`src/rtl/pc_pkg.sv`:
```
// Shared types and default vectors for the fetch-stage PC generator.
package pc_pkg;

    localparam logic [31:0] DEF_RESET_VEC = 32'h0000_3000;
    localparam logic [31:0] DEF_EXC_VEC   = 32'h0000_4180;

    typedef enum logic {
        ST_RUN  = 1'b0,
        ST_HOLD = 1'b1
    } pc_state_e;

    typedef enum logic [2:0] {
        SRC_NONE = 3'd0,
        SRC_EXC  = 3'd1,
        SRC_DRED = 3'd2,
        SRC_PEND = 3'd3,
        SRC_SEQ  = 3'd4
    } pc_src_e;

endpackage

```
`src/rtl/pc_gen_if.sv`:
```
// Fetch control/address bundle between the pipeline and pc_gen.
// misalign_f exists only when PC_ALIGN_CHECK_EN is defined.
interface pc_gen_if #(
    parameter int unsigned ADDR_W = 32
);
    logic              en;
    logic              redir_d_valid;
    logic [ADDR_W-1:0] redir_d_target;
    logic              exc_valid;
    logic [ADDR_W-1:0] pc_f;
    logic [ADDR_W-1:0] pc_step_f;
    logic              pend_valid;
`ifdef PC_ALIGN_CHECK_EN
    logic              misalign_f;
`endif

    modport master (
        output en, redir_d_valid, redir_d_target, exc_valid,
`ifdef PC_ALIGN_CHECK_EN
        input  misalign_f,
`endif
        input  pc_f, pc_step_f, pend_valid
    );

    modport slave (
        input  en, redir_d_valid, redir_d_target, exc_valid,
`ifdef PC_ALIGN_CHECK_EN
        output misalign_f,
`endif
        output pc_f, pc_step_f, pend_valid
    );
endinterface

```
`src/rtl/pc_next_sel.sv`:
```
// Combinational next-PC priority select: exception > stall > live redirect > pending > sequential.
// With PC_ALIGN_CHECK_EN, misaligned redirect targets are replaced by the exception vector.
module pc_next_sel
    import pc_pkg::*;
#(
    parameter int unsigned       ADDR_W  = 32,
    parameter logic [ADDR_W-1:0] EXC_VEC = ADDR_W'(DEF_EXC_VEC)
) (
    input  logic              en_i,
    input  logic              redir_valid_i,
    input  logic [ADDR_W-1:0] redir_target_i,
    input  logic              exc_valid_i,
    input  pc_state_e         state_i,
    input  logic [ADDR_W-1:0] pend_i,
    input  logic [ADDR_W-1:0] pc_i,
    input  logic [ADDR_W-1:0] pc_step_i,
    output logic [ADDR_W-1:0] pc_o,
    output logic [ADDR_W-1:0] pend_o,
    output pc_state_e         state_o,
    output logic              misalign_o
);

    pc_src_e           src_s;
    logic [ADDR_W-1:0] load_s;

    // Priority encode the source of the next PC.
    always_comb begin
        src_s = SRC_NONE;
        if (exc_valid_i) begin
            src_s = SRC_EXC;
        end else if (!en_i) begin
            src_s = SRC_NONE;
        end else if (redir_valid_i) begin
            src_s = SRC_DRED;
        end else if (state_i == ST_HOLD) begin
            src_s = SRC_PEND;
        end else begin
            src_s = SRC_SEQ;
        end
    end

    // Build next PC, pending target and FSM state from the selected source.
    always_comb begin
        pc_o       = pc_i;
        pend_o     = pend_i;
        state_o    = state_i;
        misalign_o = 1'b0;
        load_s     = (src_s == SRC_DRED) ? redir_target_i : pend_i;
        case (src_s)
            SRC_EXC: begin
                pc_o    = EXC_VEC;
                state_o = ST_RUN;
            end
            SRC_NONE: begin
                if (redir_valid_i) begin
                    pend_o  = redir_target_i;
                    state_o = ST_HOLD;
                end else begin
                    state_o = state_i;
                end
            end
            SRC_DRED, SRC_PEND: begin
                state_o = ST_RUN;
`ifdef PC_ALIGN_CHECK_EN
                if (load_s[1:0] != 2'b00) begin
                    pc_o       = EXC_VEC;
                    misalign_o = 1'b1;
                end else begin
                    pc_o = load_s;
                end
`else
                pc_o = load_s;
`endif
            end
            SRC_SEQ: begin
                pc_o    = pc_step_i;
                state_o = ST_RUN;
            end
            default: begin
                pc_o    = EXC_VEC;
                state_o = ST_RUN;
            end
        endcase
    end

endmodule

```
`src/rtl/pc_gen.sv`:
```
// Fetch PC generator: PC/PC+STEP registers, pending-redirect buffer and RUN/HOLD FSM.
// Optional misalignment trap enabled by defining PC_ALIGN_CHECK_EN.
module pc_gen
    import pc_pkg::*;
#(
    parameter int unsigned       ADDR_W    = 32,
    parameter logic [ADDR_W-1:0] RESET_VEC = ADDR_W'(DEF_RESET_VEC),
    parameter logic [ADDR_W-1:0] EXC_VEC   = ADDR_W'(DEF_EXC_VEC),
    parameter int unsigned       STEP      = 4
) (
    input  logic     clk,
    input  logic     rst,
    pc_gen_if.slave  bus
);

    localparam logic [ADDR_W-1:0] STEP_W = ADDR_W'(STEP);

    logic [ADDR_W-1:0] pc_q, pc_d;
    logic [ADDR_W-1:0] pc_step_q;
    logic [ADDR_W-1:0] pend_q, pend_d;
    pc_state_e         state_q, state_d;
    logic              misalign_q, misalign_d;

    pc_next_sel #(
        .ADDR_W  (ADDR_W),
        .EXC_VEC (EXC_VEC)
    ) u_next_sel (
        .en_i           (bus.en),
        .redir_valid_i  (bus.redir_d_valid),
        .redir_target_i (bus.redir_d_target),
        .exc_valid_i    (bus.exc_valid),
        .state_i        (state_q),
        .pend_i         (pend_q),
        .pc_i           (pc_q),
        .pc_step_i      (pc_step_q),
        .pc_o           (pc_d),
        .pend_o         (pend_d),
        .state_o        (state_d),
        .misalign_o     (misalign_d)
    );

    // pc_step is derived from the new PC so both registers always agree.
    always_ff @(posedge clk) begin
        if (rst) begin
            pc_q       <= RESET_VEC;
            pc_step_q  <= RESET_VEC + STEP_W;
            pend_q     <= {ADDR_W{1'b0}};
            state_q    <= ST_RUN;
            misalign_q <= 1'b0;
        end else begin
            pc_q       <= pc_d;
            pc_step_q  <= pc_d + STEP_W;
            pend_q     <= pend_d;
            state_q    <= state_d;
            misalign_q <= misalign_d;
        end
    end

    assign bus.pc_f       = pc_q;
    assign bus.pc_step_f  = pc_step_q;
    assign bus.pend_valid = (state_q == ST_HOLD);
`ifdef PC_ALIGN_CHECK_EN
    assign bus.misalign_f = misalign_q;
`else
    logic unused_misalign_s;
    assign unused_misalign_s = misalign_q;
`endif

endmodule

```
`src/flat_wrapper.sv`:
```
// flat-port wrapper written by rule: the top's interface ports become plain ports
module pc_gen_flat import pc_pkg::*;
#(
    parameter int unsigned       ADDR_W    = 32,
    parameter logic [ADDR_W-1:0] RESET_VEC = ADDR_W'(DEF_RESET_VEC),
    parameter logic [ADDR_W-1:0] EXC_VEC   = ADDR_W'(DEF_EXC_VEC),
    parameter int unsigned       STEP      = 4
)
  (clk, rst, bus_en, bus_redir_d_valid, bus_redir_d_target, bus_exc_valid, bus_pc_f, bus_pc_step_f, bus_pend_valid);
  pc_gen_if #(.ADDR_W(ADDR_W)) bus_i ();
  input  logic clk;
  input  logic rst;
  input wire logic [$bits(bus_i.en)-1:0] bus_en;
  input wire logic [$bits(bus_i.redir_d_valid)-1:0] bus_redir_d_valid;
  input wire logic [$bits(bus_i.redir_d_target)-1:0] bus_redir_d_target;
  input wire logic [$bits(bus_i.exc_valid)-1:0] bus_exc_valid;
  output wire logic [$bits(bus_i.pc_f)-1:0] bus_pc_f;
  output wire logic [$bits(bus_i.pc_step_f)-1:0] bus_pc_step_f;
  output wire logic [$bits(bus_i.pend_valid)-1:0] bus_pend_valid;
  assign bus_i.en = bus_en;
  assign bus_i.redir_d_valid = bus_redir_d_valid;
  assign bus_i.redir_d_target = bus_redir_d_target;
  assign bus_i.exc_valid = bus_exc_valid;
  assign bus_pc_f = bus_i.pc_f;
  assign bus_pc_step_f = bus_i.pc_step_f;
  assign bus_pend_valid = bus_i.pend_valid;
  pc_gen #(.ADDR_W(ADDR_W), .RESET_VEC(RESET_VEC), .EXC_VEC(EXC_VEC), .STEP(STEP)) u_core (.clk(clk), .rst(rst), .bus(bus_i));
endmodule
```
`config.mk`:
```
export PLATFORM = sky130hd
export DESIGN_NAME = pc_gen_flat
export DESIGN_NICKNAME = d
export VERILOG_FILES = /design/src/rtl/pc_pkg.sv /design/src/rtl/pc_gen_if.sv /design/src/rtl/pc_next_sel.sv /design/src/rtl/pc_gen.sv /design/src/flat_wrapper.sv
export SDC_FILE = /design/constraint.sdc
export NUM_CORES = 1
export LEC_CHECK = 0
export CAP_MARGIN = 20
export CORE_MARGIN = 1
export CORE_UTILIZATION = 38
export CTS_CLUSTER_SIZE = 16
export DETAILED_ROUTE_END_ITERATION = 10
export GPL_ROUTABILITY_DRIVEN = 0
export GPL_TIMING_DRIVEN = 0
export PLACE_DENSITY = 0.73
export RECOVER_POWER = 100
export SYNTH_ARGS = -nofsm -noshare
export SYNTH_HDL_FRONTEND = slang
export SYNTH_SLANG_ARGS = --single-unit
```
`constraint.sdc`:
```
create_clock -name clk -period 3.6 [get_ports clk]
set_clock_uncertainty 0.1 [all_clocks]
set_input_delay 0.72 -clock clk [delete_from_list [all_inputs] [get_ports clk]]
set_output_delay 0.72 -clock clk [all_outputs]
set_load 0.005 [all_outputs]
```
# Word level (Yosys, flattened, before mapping)
# Cells that the tools add are included.
totals:
  input_bits: 37
  reg_bits: 97
  wordCells: 19
classes:
  n_eq_ne: 3
  addsub: 1
  bitwise_logic: 1
  n_reduce_logical: 4
  muxes: 6
ops:
  columns: ["cell", "n"]
  rows:
  - ["32-bit case mux with 3 select lines", 1]
  - ["32-bit by 3-bit adder with 32-bit output (second input constant)", 1]
  - ["32-bit 2-to-1 mux", 1]
  - ["3-bit 2-to-1 mux", 4]
  - ["3-bit by 2-bit equality test with 1-bit output (second input constant)", 2]
  - ["2-bit OR reduction", 2]
  - ["3-bit equality test (second input constant)", 1]
  - ["3-bit logical NOT", 1]
  - ["2-bit AND reduction", 1]
  - ["1-bit inverter", 1]

# Depth between registers and ports, before layout
# Gate-level depths: netlist of run 1.
depth:
  depth_word: 8
  mapped_depth: 14
  ltp_nobuf: 9

# Cells and area by module
# From an unflattened synthesis of run 1, not the netlist that was laid out.
unflattened:
  cells_unflattened: 489
  hier_area_um2: 4494.3
by_module_without_submodules:
  columns: ["mod", "cells_each", "area_each_um2", "n_inst"]
  rows:
  - ["pc_gen", 299, 3119.2, 1]
  - ["pc_next_sel", 190, 1375.1, 1]

# Worst setup path before layout of run 1
# Ideal clock, no wire load.
synth_timing:
  path_kind: "in2reg"
  from: "input port bus_en"
  to: "register u_core.pc_step_q[20] (netlist: u_core.bus.pc_step_f[20])"
  path_stages: 13
  t_required_ps: 3379
  path_buffers: 4
  setup_ps: 121
  t_arrival_ps: 3441
  path_slack_ps: -61
  path_cell_list: "buf_2 -> buf_6 -> buf_6 -> or3b_2 -> o211a_1 -> inv_1 -> ha_1 -> inv_1 -> or3b_1 -> or4b_1 -> buf_2 -> nor4_2 -> mux2_2"
synth_via:
  elab_chain_cells: 6
  word_cells_on_any_way: 10
synth_rtl:
  columns: ["item", "line", "source"]
  rows:
  - ["from (decl)", "flat_wrapper.sv:13", "input wire logic [$bits(bus_i.en)-1:0] bus_en;"]
  - ["3-bit 2-to-1 mux *", "pc_next_sel.sv:31", "end else if (!en_i) begin"]
  - ["3-bit 2-to-1 mux *", "pc_next_sel.sv:29", "if (exc_valid_i) begin"]
  - ["3-bit by 2-bit equality test with 1-bit output, on equally long branches", "pc_next_sel.sv:48, pc_next_sel.sv:49", null]
  - ["32-bit 2-to-1 mux / 2-bit OR reduction (equally long branches)", "pc_next_sel.sv:48, pc_next_sel.sv:49", null]
  - ["32-bit case mux with 3 select lines *", "pc_next_sel.sv:49", "case (src_s)"]
  - ["named net u_core.pc_d[2]", "pc_gen.sv:18", "logic [ADDR_W-1:0] pc_q, pc_d;"]
  - ["32-bit by 3-bit adder with 32-bit output *", "pc_gen.sv:52", "pc_step_q <= pc_d + STEP_W;"]
  - ["to (signal assigned)", "pc_gen.sv:46", "pc_step_q <= RESET_VEC + STEP_W;"]
  - ["to (signal assigned)", "pc_gen.sv:52", null]
  - ["to (decl)", "pc_gen.sv:19", "logic [ADDR_W-1:0] pc_step_q;"]
# The timed path passes the listed nets; every way through them passes the cells marked *.
# A chain may end at the register's enable or synchronous reset.

# Worst setup path in the final report of run 1
layout_timing:
  from: "input port bus_en"
  to: "register u_core.pc_step_q[16] (netlist: u_core.bus.pc_step_f[16])"
# The elaborated chain is that of the path after synthesis.

==> results of run 1 <==
## critical path, delay by kind of cell
family                     cells  cell delay, ns
adders and majority gates      1            0.14
AOI/OAI and AO/OA              2            0.29
buffers and inverters          7            0.78
and+or+nand+nor                4            1.73
## path summary, 6_finish.rpt
| check | end | slack, ns | cells past startpoint |
|---|---|---|---|
| setup / recovery | u_core.bus.pc_step_f[16]$_SDFF_PP0_ | 0.11 | 14 |
| hold / removal | u_core.pend_q[30]$_SDFFE_PP0P_ | 0.36 | 2 |
| setup reg to reg | u_core.bus.pc_step_f[16]$_SDFF_PP0_ | 0.22 | 12 |
| hold reg to reg | u_core.pend_q[30]$_SDFFE_PP0P_ | 0.36 | 2 |
## cell usage in the layout, fill, tap and decap left out, types with 8 or more instances in the layout
cell / instances
o21ai_0: 16
nor3_1: 14
a21oi_1: 49
clkbuf_16: 9
clkdlybuf4s50_1: 32
dlygate4sd3_1: 66
clkbuf_1: 24
nand2b_1: 19
nand2_1: 94
buf_4: 12
dfxtp_1: 95
mux2_2: 19
nor2_1: 41
buf_6: 8
o211ai_1: 15
inv_1: 11
nand3_1: 15
mux2i_1: 20
## kinds of logic after synthesis
kind of cell	count (synthesis)
buf+inv	57
flops	95
fa+ha+maj	1
simple gates	263
compound gates	118
mux	42
xor+xnor	7
## timing repair
item / CTS / global route
buffers inserted: 9 / 2
pin swaps: 7 / 5
setup endpoints to repair: 25 / 11
gates resized for setup: 29 / 13
## where the power goes
group          internal (mW)  switching (mW)  total [mW]
clock                  0.596           0.408        1.00
sequential              1.09          0.0221        1.11
combinational          0.160           0.195       0.355
## per-stage QoR
stage	TNS (ns)	instance area (sq um)	setup slack (ns)	instances	total power, mW
after floorplan	-0.0607	4890	-0.0607	583	1.31
after global placement	-25.18	6110	-1.09	852	1.47
after detailed placement	-27.66	6110	-1.09	852	1.47
after CTS	0	6570	0.0241	876	2.48
after global routing	0	6570	0.00533	877	2.54
final	0	6570	0.110	877	2.47
## layout make-up
type | count | area (sq um)
Sequential cell | 95 | 1900
Buffer | 43 | 285
Timing Repair Buffer | 112 | 1080
Fill cell | 1155 | 5640
Tap cell | 168 | 210
Inverter | 12 | 45.0
Clock inverter | 2 | 37.5
Multi-Input combinational cell | 431 | 2740
Clock buffer | 14 | 274
## metal layers
metal	vias up	track usage, %	share of wire (%)
li1	2294	-	-
met1	2384	31.3	41
met2	305	41.8	46
met3	54	4.53	9.3
met4	0	13.9	3.5
met5	-	0	0
## registers in the layout, summed over array words and instances (netlist names)
signal / count
u_core.bus.pc_f: 30
u_core.bus.pc_step_f: 32
u_core.bus.pend_valid: 1
u_core.pend_q: 32
==> results.md, run 1 <==
- XOR/XNOR share of the synthesized area: ~1.3%
- # IOs: 102
- Core area: about 0.012 sq mm
- Count leader, synth: dfxtp_1
- Full die area: approximately 0.013 sq mm
- Cell Pwr Density: 376 mW/mm^2
- Post-DP HPWL: approximately 12000 microns
- # H-tree levels: 3
- EDFF count, synth: 0
- Hold WC Path Type: reg2reg
- Syn Inst Count: 583
- Simple-Gate Fraction of Synth Area: approximately 28%
- Fmax: 287 MHz
- Slew @ Worst Pin: 1.07 ns
- Synth Cell Area: between 0.004 and 0.005 sq mm
- Layout cell share with drive strength beyond 1: 13.0%
- Synth Register Bits: 95
- Initial antenna violation count: 0
- Leak Pwr: roughly 2.5 nW
- Grt total ovfl: 0
- Crit. End Element: flip-flop
- ANT nets after route: 0
- Die X: between 100 and 150 microns
- DR iter-0 viols: slightly below 500
- CP most frequent cell: buf_6
- Mapped Nets: just over 600
- Synth Area in Adders: less than 1%
- TritonCTS Buffers: 9
- RSZ-0062 raised after global routing: no
- Critical path's slowest cell: or4b_4
- Final Cycle Share: 96.9%
- Worst-path clk slew: approximately 0.070 ns
- Mean Syn Cell Area: approximately 8.3 sq um
- Worst rel slew slack: between 20% and 30%
- Worst endpoint required time: around 3.8 ns
- Initial core utilization: approximately two fifths
- Post-synthesis mux area share: about 9%
- Fin nets: approximately 740
- CTS root buffer: clkbuf_16
- Worst skew pair latency: 0.35 ns
- Cell taking the most area after synthesis: dfxtp_1
- CTS Sinks: 95
- WS Path Type: in2reg
- Critical-path cell list: clkbuf_2 > buf_6 > buf_6 > buf_8 > or3b_4 > o211a_4 > inv_2 > ha_4 > inv_1 > or3b_1 > or4b_4 > buf_6 > or3_4 > a21oi_2
- Synth Warn #: 0
- Max Slew Vio Count: 0
- Vias: roughly 5000
- Die height: 115 microns
- HP Start: u_core.pend_q[30]$_SDFFE_PP0P_
- Wirelength per Cell: ~19 microns
- Diodes inserted: 0
- Max incr delay on CP: 0.61 ns
- First-pass GRT wire length: 25300 microns
- Post-Route WL: around 17000 microns
- Maximum capacitance violations: 0
- Post-synthesis compound-gate area fraction: 16.3%
- Initial DRT Pass Iterations: 5
- Final hold violations: 0
- # setup viols final: 0
- Register area share after synthesis: 39.3%
- Status: completed
- Largest net degree at the start of global routing: 15
- DRC violations left: 0
- Post-synthesis cell type count: 59
- CP Launch Point: bus_en
- Vias/cell: between 5 and 6
- Worst VDD drop: 258 uV
- Util after Layout: a little over half
- Clk buf depth: 2
- I/O Buffers: between 100 and 150
- Top_reg_cell synth: dfxtp_1
- Commonest cells post-synth: dfxtp_1, nand2_1, a21oi_1, nor2_1, clkbuf_1
- Vias in the first global route: about 5000
- Post-synth top area share: approximately 40%
- Hold-fix buffers, CTS: 0
- Syn-to-layout area delta: 35.7%
- CP Launch Type: input pin
- CTS tree: done
- Top cells by area, synth: dfxtp_1, nand2_1, a21oi_1
- Cell row count: 40
- Final min period: ~3.5 ns
- Critical Path AT: about 3.7 ns
- Minimum hold slack: about 0.36 ns
- GRT Util Overall: 25.3%
- Max Fanout on Critical Path: 10
- Largest family of logic cells by synthesized area: simple AND/OR/NAND/NOR gates
- Async S/R FF share, synth: 0%
- Worst r2r src: u_core.bus.pend_valid$_SDFFE_PP0P_
(Power assumes the default switching activity.)
==> run 2: changes to the inputs <==
- PLACE_DENSITY: 0.73 -> 0.63
- SLEW_MARGIN: default -> 20
==> run 2 against run 1 <==
Count of clock-buffer cells in the layout fell by 3. Final area rose by 1.8%. Power rose by 1.1%. Wire length rose by 1.4%. Die area did not move. Sequential power barely moved. Largest power group unchanged.
==> results.md, run 2 (synthesis results as in run 1) <==
- Status: completed
- Met1 global-route usage: 35.3% (+4.0 points)
- Critical Path AT: 3.67 ns (about the same)
- First-pass GRT wire length: 26200 microns (+3.4%)
- TritonCTS Buffers: 9 (unchanged)
- Final Total Pwr: 2.49 mW (+1.1%)
- Met2 usage: 42.7% (+0.80 points)
- Worst VDD drop: 203 uV (-22%)
- Initial antenna violation count: 0 (unchanged)
- Largest net degree at the start of global routing: 20 (+5)
- Vias: 4917 (-2.4%)
- Max incr delay on CP: 0.57 ns (-0.04 ns)
- CTS root buffer: clkbuf_16
- Worst r2r src: u_core.bus.pend_valid$_SDFFE_PP0P_
- # H-tree levels: 3 (unchanged)
- Met3 usage: 4.27% (-0.26 points)
- HP Start: u_core.pend_q[29]$_SDFFE_PP0P_
- Initial DRT Pass Iterations: 5 (unchanged)
- Fmax: 283 MHz (-1.4%)
- Crit. End Element: flip-flop
- Max Fanout on Critical Path: 6 (-4)
- Critical path's slowest cell: or4b_4
- Commonest non-fill, non-tap cell in the layout: dfxtp_1
- Final WS setup: 0.0605 ns (-0.0499 ns)
- DRC violations left: 0 (unchanged)
- Syn-to-layout area delta: 38.2%
- Full die area: 0.0132 sq mm (unchanged)
- CP Launch Point: bus_redir_d_valid
- Minimum hold slack: 0.352 ns (-0.00454 ns)
- CTS tree: done
- Layout cell share with drive strength beyond 1: 13.4% (+0.47 points)
- CP most frequent cell: buf_4
- R2R depth: 12 (unchanged)
- GRT Util Overall: 26.3% (+0.94 points)
- Clk buf depth: 2 (unchanged)
- Fin nets: 748 (+0.81%)
- Wirelength per Cell: 19.1 microns (+0.83%)
- Slew @ Worst Pin: 0.959 ns (-0.111 ns)
- Max Slew Vio Count: 0 (unchanged)
- Fillers: 1151 (-0.35%)
- ANT nets after route: 0 (unchanged)
- Diodes inserted: 0 (unchanged)
- Hold-fix buffers, CTS: 0 (unchanged)
- Worst endpoint required time: 3.73 ns (-0.05 ns)
- Cell row count: 40 (unchanged)
- Pre-CTS setup slack: -1.18 ns (-0.0893 ns)
- Worst skew pair latency: 0.35 ns (about the same)
- Worst rel slew slack: 34.4% (+7.6 points)
- Cell Pwr Density: 373 mW/mm^2 (-0.75%)
- I/O Buffers: 101 (unchanged)
- Hold WC Path Type: reg2reg
- Die X: 115 microns (unchanged)
- Critical-path cell list: buf_4 > buf_8 > or3b_1 > buf_6 > buf_4 > o221a_4 > or3b_4 > or4b_4 > buf_12 > nor4_4 > mux2_4
- Grt peak-use layer: met2
- Post-DP HPWL: 11900 microns (+0.39%)
- Non-Filler Instances: 882 (+0.57%)
- Util after Layout: 54.8% (+0.97 points)
- Core area: 0.0122 sq mm (unchanged)
- Final min period: 3.54 ns (+0.0499 ns)
- CP Launch Type: input pin
- Final hold violations: 0 (unchanged)
- Cell count after placement: 852 (unchanged)
- Vias in the first global route: 4776 (-2.2%)
- Hold depth: 2 (unchanged)
- Initial core utilization: 39.6% (unchanged)
- Die height: 115 microns (unchanged)
- Post-Route WL: 16800 microns (+1.4%)
- # setup viols final: 0 (unchanged)
- Grt total ovfl: 0 (unchanged)
- Most frequent cells in the layout: dfxtp_1, nand2_1, dlygate4sd3_1
- DR iter-0 viols: 337 (-31%)
- CTS Sinks: 95 (unchanged)
- Maximum capacitance violations: 0 (unchanged)
- Leak Pwr: 2.56 nW (+4.0%)
- # IOs: 102 (unchanged)
- Final Cycle Share: 98.3% (+1.4 points)
- Worst-path clk slew: 0.06 ns (about the same)
- Vias/cell: 5.57 (-2.9%)
- WS Path Type: in2reg
- RSZ-0062 raised after global routing: no
run 2: cell types whose count changed in the layout (fill, tap and decap cells not counted), sizes merged:
cell	previous run	this run
clkinv	0	2
clkinvlp	1	0
bufinv	1	2
clkbuf	45	37
buf	26	37
run 2: what timing repair did:
action,4_1_cts,5_1_grt
gates resized for setup,30,24
hold endpoints to repair,0,0
buffers inserted,13,6
pin swaps,6,5
endpoints found under the setup margin,27,9
run 2: metrics by stage:
| stage | setup TNS (ns) | area, sq um |
|---|---|---|
| global placement | -28.93 | 6110 |
| global route | 0 | 6690 |
| floorplan | -0.0607 | 4890 |
| detailed placement | -30.16 | 6110 |
| finish | 0 | 6690 |
| CTS | 0 | 6620 |
run 2: final timing paths:
check                                         to  slack [ns]
max          u_core.bus.pc_step_f[28]$_SDFF_PP0_        0.06
min               u_core.pend_q[29]$_SDFFE_PP0P_        0.35
max reg2reg  u_core.bus.pc_step_f[28]$_SDFF_PP0_        0.13
min reg2reg       u_core.pend_q[29]$_SDFFE_PP0P_        0.35
run 2: layout make-up:
cell class / count / area, sq um / area share, %
flip-flops and latches: 95 / 1900 / 28.4
repair buffers: 120 / 1190 / 17.8
inverters: 12 / 45.0 / 0.674
plain buffers: 41 / 278 / 4.15
multi-input cells: 431 / 2750 / 41.1
clock buffers: 11 / 243 / 3.63
well taps: 168 / 210 / 3.14
clock inverters: 4 / 70.1 / 1.05
run 2: metal layers:
metal  up-vias  share of wire [%]
li1       2309                  -
met1      2372                 44
met2       206                 47
met3        30                7.3
met4         0                2.0
met5         -                  0
run 2: worst max-delay path, delay by kind of cell:
family / cells / cell delay [ns]
simple gates: 4 / 1.59
buf+inv: 5 / 0.72
mux: 1 / 0.33
compound gates: 1 / 0.31
run 2: power by group:
part,switching (mW),internal (mW)
combinational,0.196,0.165
sequential,0.0211,1.09
clock,0.403,0.622
total,0.620,1.87
==> run 3: changes to the inputs <==
- PLACE_DENSITY: 0.63 -> default
==> run 3 against run 2 <==
Fmax about the same. Worst hold slack better by 0.0019 ns. Worst setup slack better by 0.0011 ns. Sequential share of layout area up 0.17 points. Power down 0.86%. Combinational power about the same. Sequential power about the same. Critical endpoint is now u_core.bus.pc_step_f[16]$_SDFF_PP0_. Flip-flop and latch count unchanged. Register-to-register slack about the same. Wire length about the same.
==> results.md, run 3 (synthesis results as in run 1) <==
- CP most frequent cell: or3b_4
- Placed cell area: 0.00611 sq mm (unchanged)
- Status: completed
- Vias/cell: 5.52 (-1.0%)
- CTS Sinks: 95 (unchanged)
- CTS tree: done
- Most frequent cells in the layout: dfxtp_1, nand2_1, dlygate4sd3_1
- Fin nets: 745 (-0.40%)
- I/O Buffers: 101 (unchanged)
- Core area: 0.0122 sq mm (unchanged)
- Cell count after placement: 852 (unchanged)
- Die X: 115 microns (unchanged)
- # setup viols final: 0 (unchanged)
- Pre-CTS setup slack: -1.13 ns (+0.0516 ns)
- Diodes inserted: 0 (unchanged)
- Full die area: 0.0132 sq mm (unchanged)
- # IOs: 102 (unchanged)
- Sw Share: 25.1% (+0.29 points)
- Fraction of power consumed by combinational cells: 14.7% (+0.2 points)
- Post-DP HPWL: 12000 microns (+0.55%)
- Worst VDD drop: 174 uV (-14%)
- Initial core utilization: 39.6% (unchanged)
- DR iter-0 viols: 351 (+4.2%)
- Worst rel slew slack: 24.6% (-9.8 points)
- Non-Filler Instances: 880 (-0.23%)
- Wirelength per Cell: 19.1 microns (+0.17%)
- Worst-path clk slew: 0.07 ns (about the same)
- Die height: 115 microns (unchanged)
- Max Slew Vio Count: 0 (unchanged)
- DRC violations left: 0 (unchanged)
- Vias: 4855 (-1.3%)
- TritonCTS Buffers: 9 (unchanged)
- Hold WC Path Type: reg2reg
- Internal Power: 1.85 mW (-1.2%)
- Cell Pwr Density: 372 mW/mm^2 (-0.28%)
- Critical-path cell list: dlygate4sd2_1 > clkbuf_8 > or3b_4 > o211a_4 > inv_2 > ha_4 > inv_1 > or3b_4 > or4b_4 > buf_6 > or3_1 > a21oi_2
- Fmax: 283 MHz (about the same)
- Slew @ Worst Pin: 1.10 ns (+0.143 ns)
- Layout cell share with drive strength beyond 1: 14.3% (+0.88 points)
- Cell row count: 40 (unchanged)
- Cell family with most CP delay: simple AND/OR/NAND/NOR gates
- Grt total ovfl: 0 (unchanged)
- Initial antenna violation count: 0 (unchanged)
- Initial DRT Pass Iterations: 5 (unchanged)
- Leak Pwr: 2.51 nW (-2.0%)
- Seq pwr share: 44.8% (+0.4 points)
- Max Fanout on Critical Path: 6 (unchanged)
- Final hold violations: 0 (unchanged)
- Final min period: 3.54 ns (-0.00113 ns)
- Hold-fix buffers, CTS: 0 (unchanged)
- Worst skew pair latency: 0.34 ns (about the same)
- # H-tree levels: 3 (unchanged)
- Clock power share: 40.5% (-0.6 points)
- CP Launch Type: input pin
- CTS root buffer: clkbuf_16
- Maximum capacitance violations: 0 (unchanged)
- Crit. End Element: flip-flop
- WP buf/inv: 5 (unchanged)
- Vias in the first global route: 4638 (-2.9%)
- Commonest non-fill, non-tap cell in the layout: dfxtp_1
- Net Switching: 622 uW (+0.30%)
- Max incr delay on CP: 0.60 ns (+0.03 ns)
- Critical Path AT: 3.71 ns (+0.04 ns)
- ANT nets after route: 0 (unchanged)
- Clk buf depth: 2 (unchanged)
- First-pass GRT wire length: 25900 microns (-0.84%)
- Worst endpoint required time: 3.77 ns (+0.04 ns)
- WS Path Type: in2reg
- Final Cycle Share: 98.3% (about the same)
- Util after Layout: 54.4% (-0.32 points)
- Syn-to-layout area delta: 37.4%
- Critical path's slowest cell: or4b_4
- Final WS setup: 0.0616 ns (+0.00113 ns)
- GRT Util Overall: 26.3% (about the same)
- Design Area, Final: 0.00665 sq mm (-0.58%)
- Minimum hold slack: 0.354 ns (+0.00187 ns)
- Largest net degree at the start of global routing: 15 (-25%)
- Post-Route WL: 16800 microns (about the same)
[run 3: changes by cell type in the layout (fill, tap and decap cells not counted), sizes merged]
cell / previous run / this run
dlygate4sd2: 0 / 1
clkdlybuf4s15: 0 / 1
buf: 37 / 34
clkinv: 2 / 0
clkbuf: 37 / 38
bufinv: 2 / 1
clkinvlp: 0 / 1
[run 3: worst min-delay path, stage by stage, from the launching register on]
cell,delay [ns]
dfxtp_1,0.31
nand2_1,0.05
a21oi_1,0.05
[run 3: metrics by stage]
step	TNS [ns]	power, mW
after global placement	-28.63	1.47
after floorplan	-0.0607	1.31
after global routing	-0.0186	2.56
final	0	2.47
after CTS	0	2.48
after detailed placement	-30.25	1.48
[run 3: repair_timing]
| action | in CTS | in global routing |
|---|---|---|
| resized for setup | 32 | 16 |
| buffers inserted | 10 | 7 |
| pin swaps | 8 | 8 |
| endpoints found under the setup margin | 27 | 11 |
[run 3: area by class of cell]
cell class | instances | area [sq um]
plain buffers | 40 | 292
well taps | 168 | 210
multi-input cells | 431 | 2750
fillers | 1222 | 5560
clock inverters | 2 | 37.5
inverters | 12 | 45.0
repair buffers | 118 | 1140
clock buffers | 14 | 274
flip-flops and latches | 95 | 1900
[run 3: metal layers]
metal / up-vias / part of all wire (%) / global-route usage, %
met5: - / 0 / 0
met4: 0 / 2.5 / 11.2
met3: 31 / 6.7 / 3.37
met2: 201 / 46 / 42.3
met1: 2315 / 45 / 35.5
li1: 2308 / - / -
[run 3: path summary, 6_finish.rpt]
check                                             end  slack, ns                          startpoint  depth (start not counted)
hold reg to reg         u_core.pend_q[1]$_SDFFE_PP0P_       0.35       u_core.pend_q[1]$_SDFFE_PP0P_                          2
setup reg to reg  u_core.bus.pc_step_f[16]$_SDFF_PP0_       0.14  u_core.bus.pend_valid$_SDFFE_PP0P_                         13
hold / removal          u_core.pend_q[1]$_SDFFE_PP0P_       0.35       u_core.pend_q[1]$_SDFFE_PP0P_                          2
setup / recovery  u_core.bus.pc_step_f[16]$_SDFF_PP0_       0.06                       bus_exc_valid                         12
[run 3: power groups by stage]
stage          clock [mW]  sequential [mW]  combinational (mW)
2_1_floorplan           0             1.13               0.180
3_3_place_gp            0             1.13               0.343
3_5_place_dp            0             1.13               0.346
4_1_cts              1.01             1.11               0.363
5_1_grt              1.06             1.11               0.393
6_report             1.00             1.11               0.364
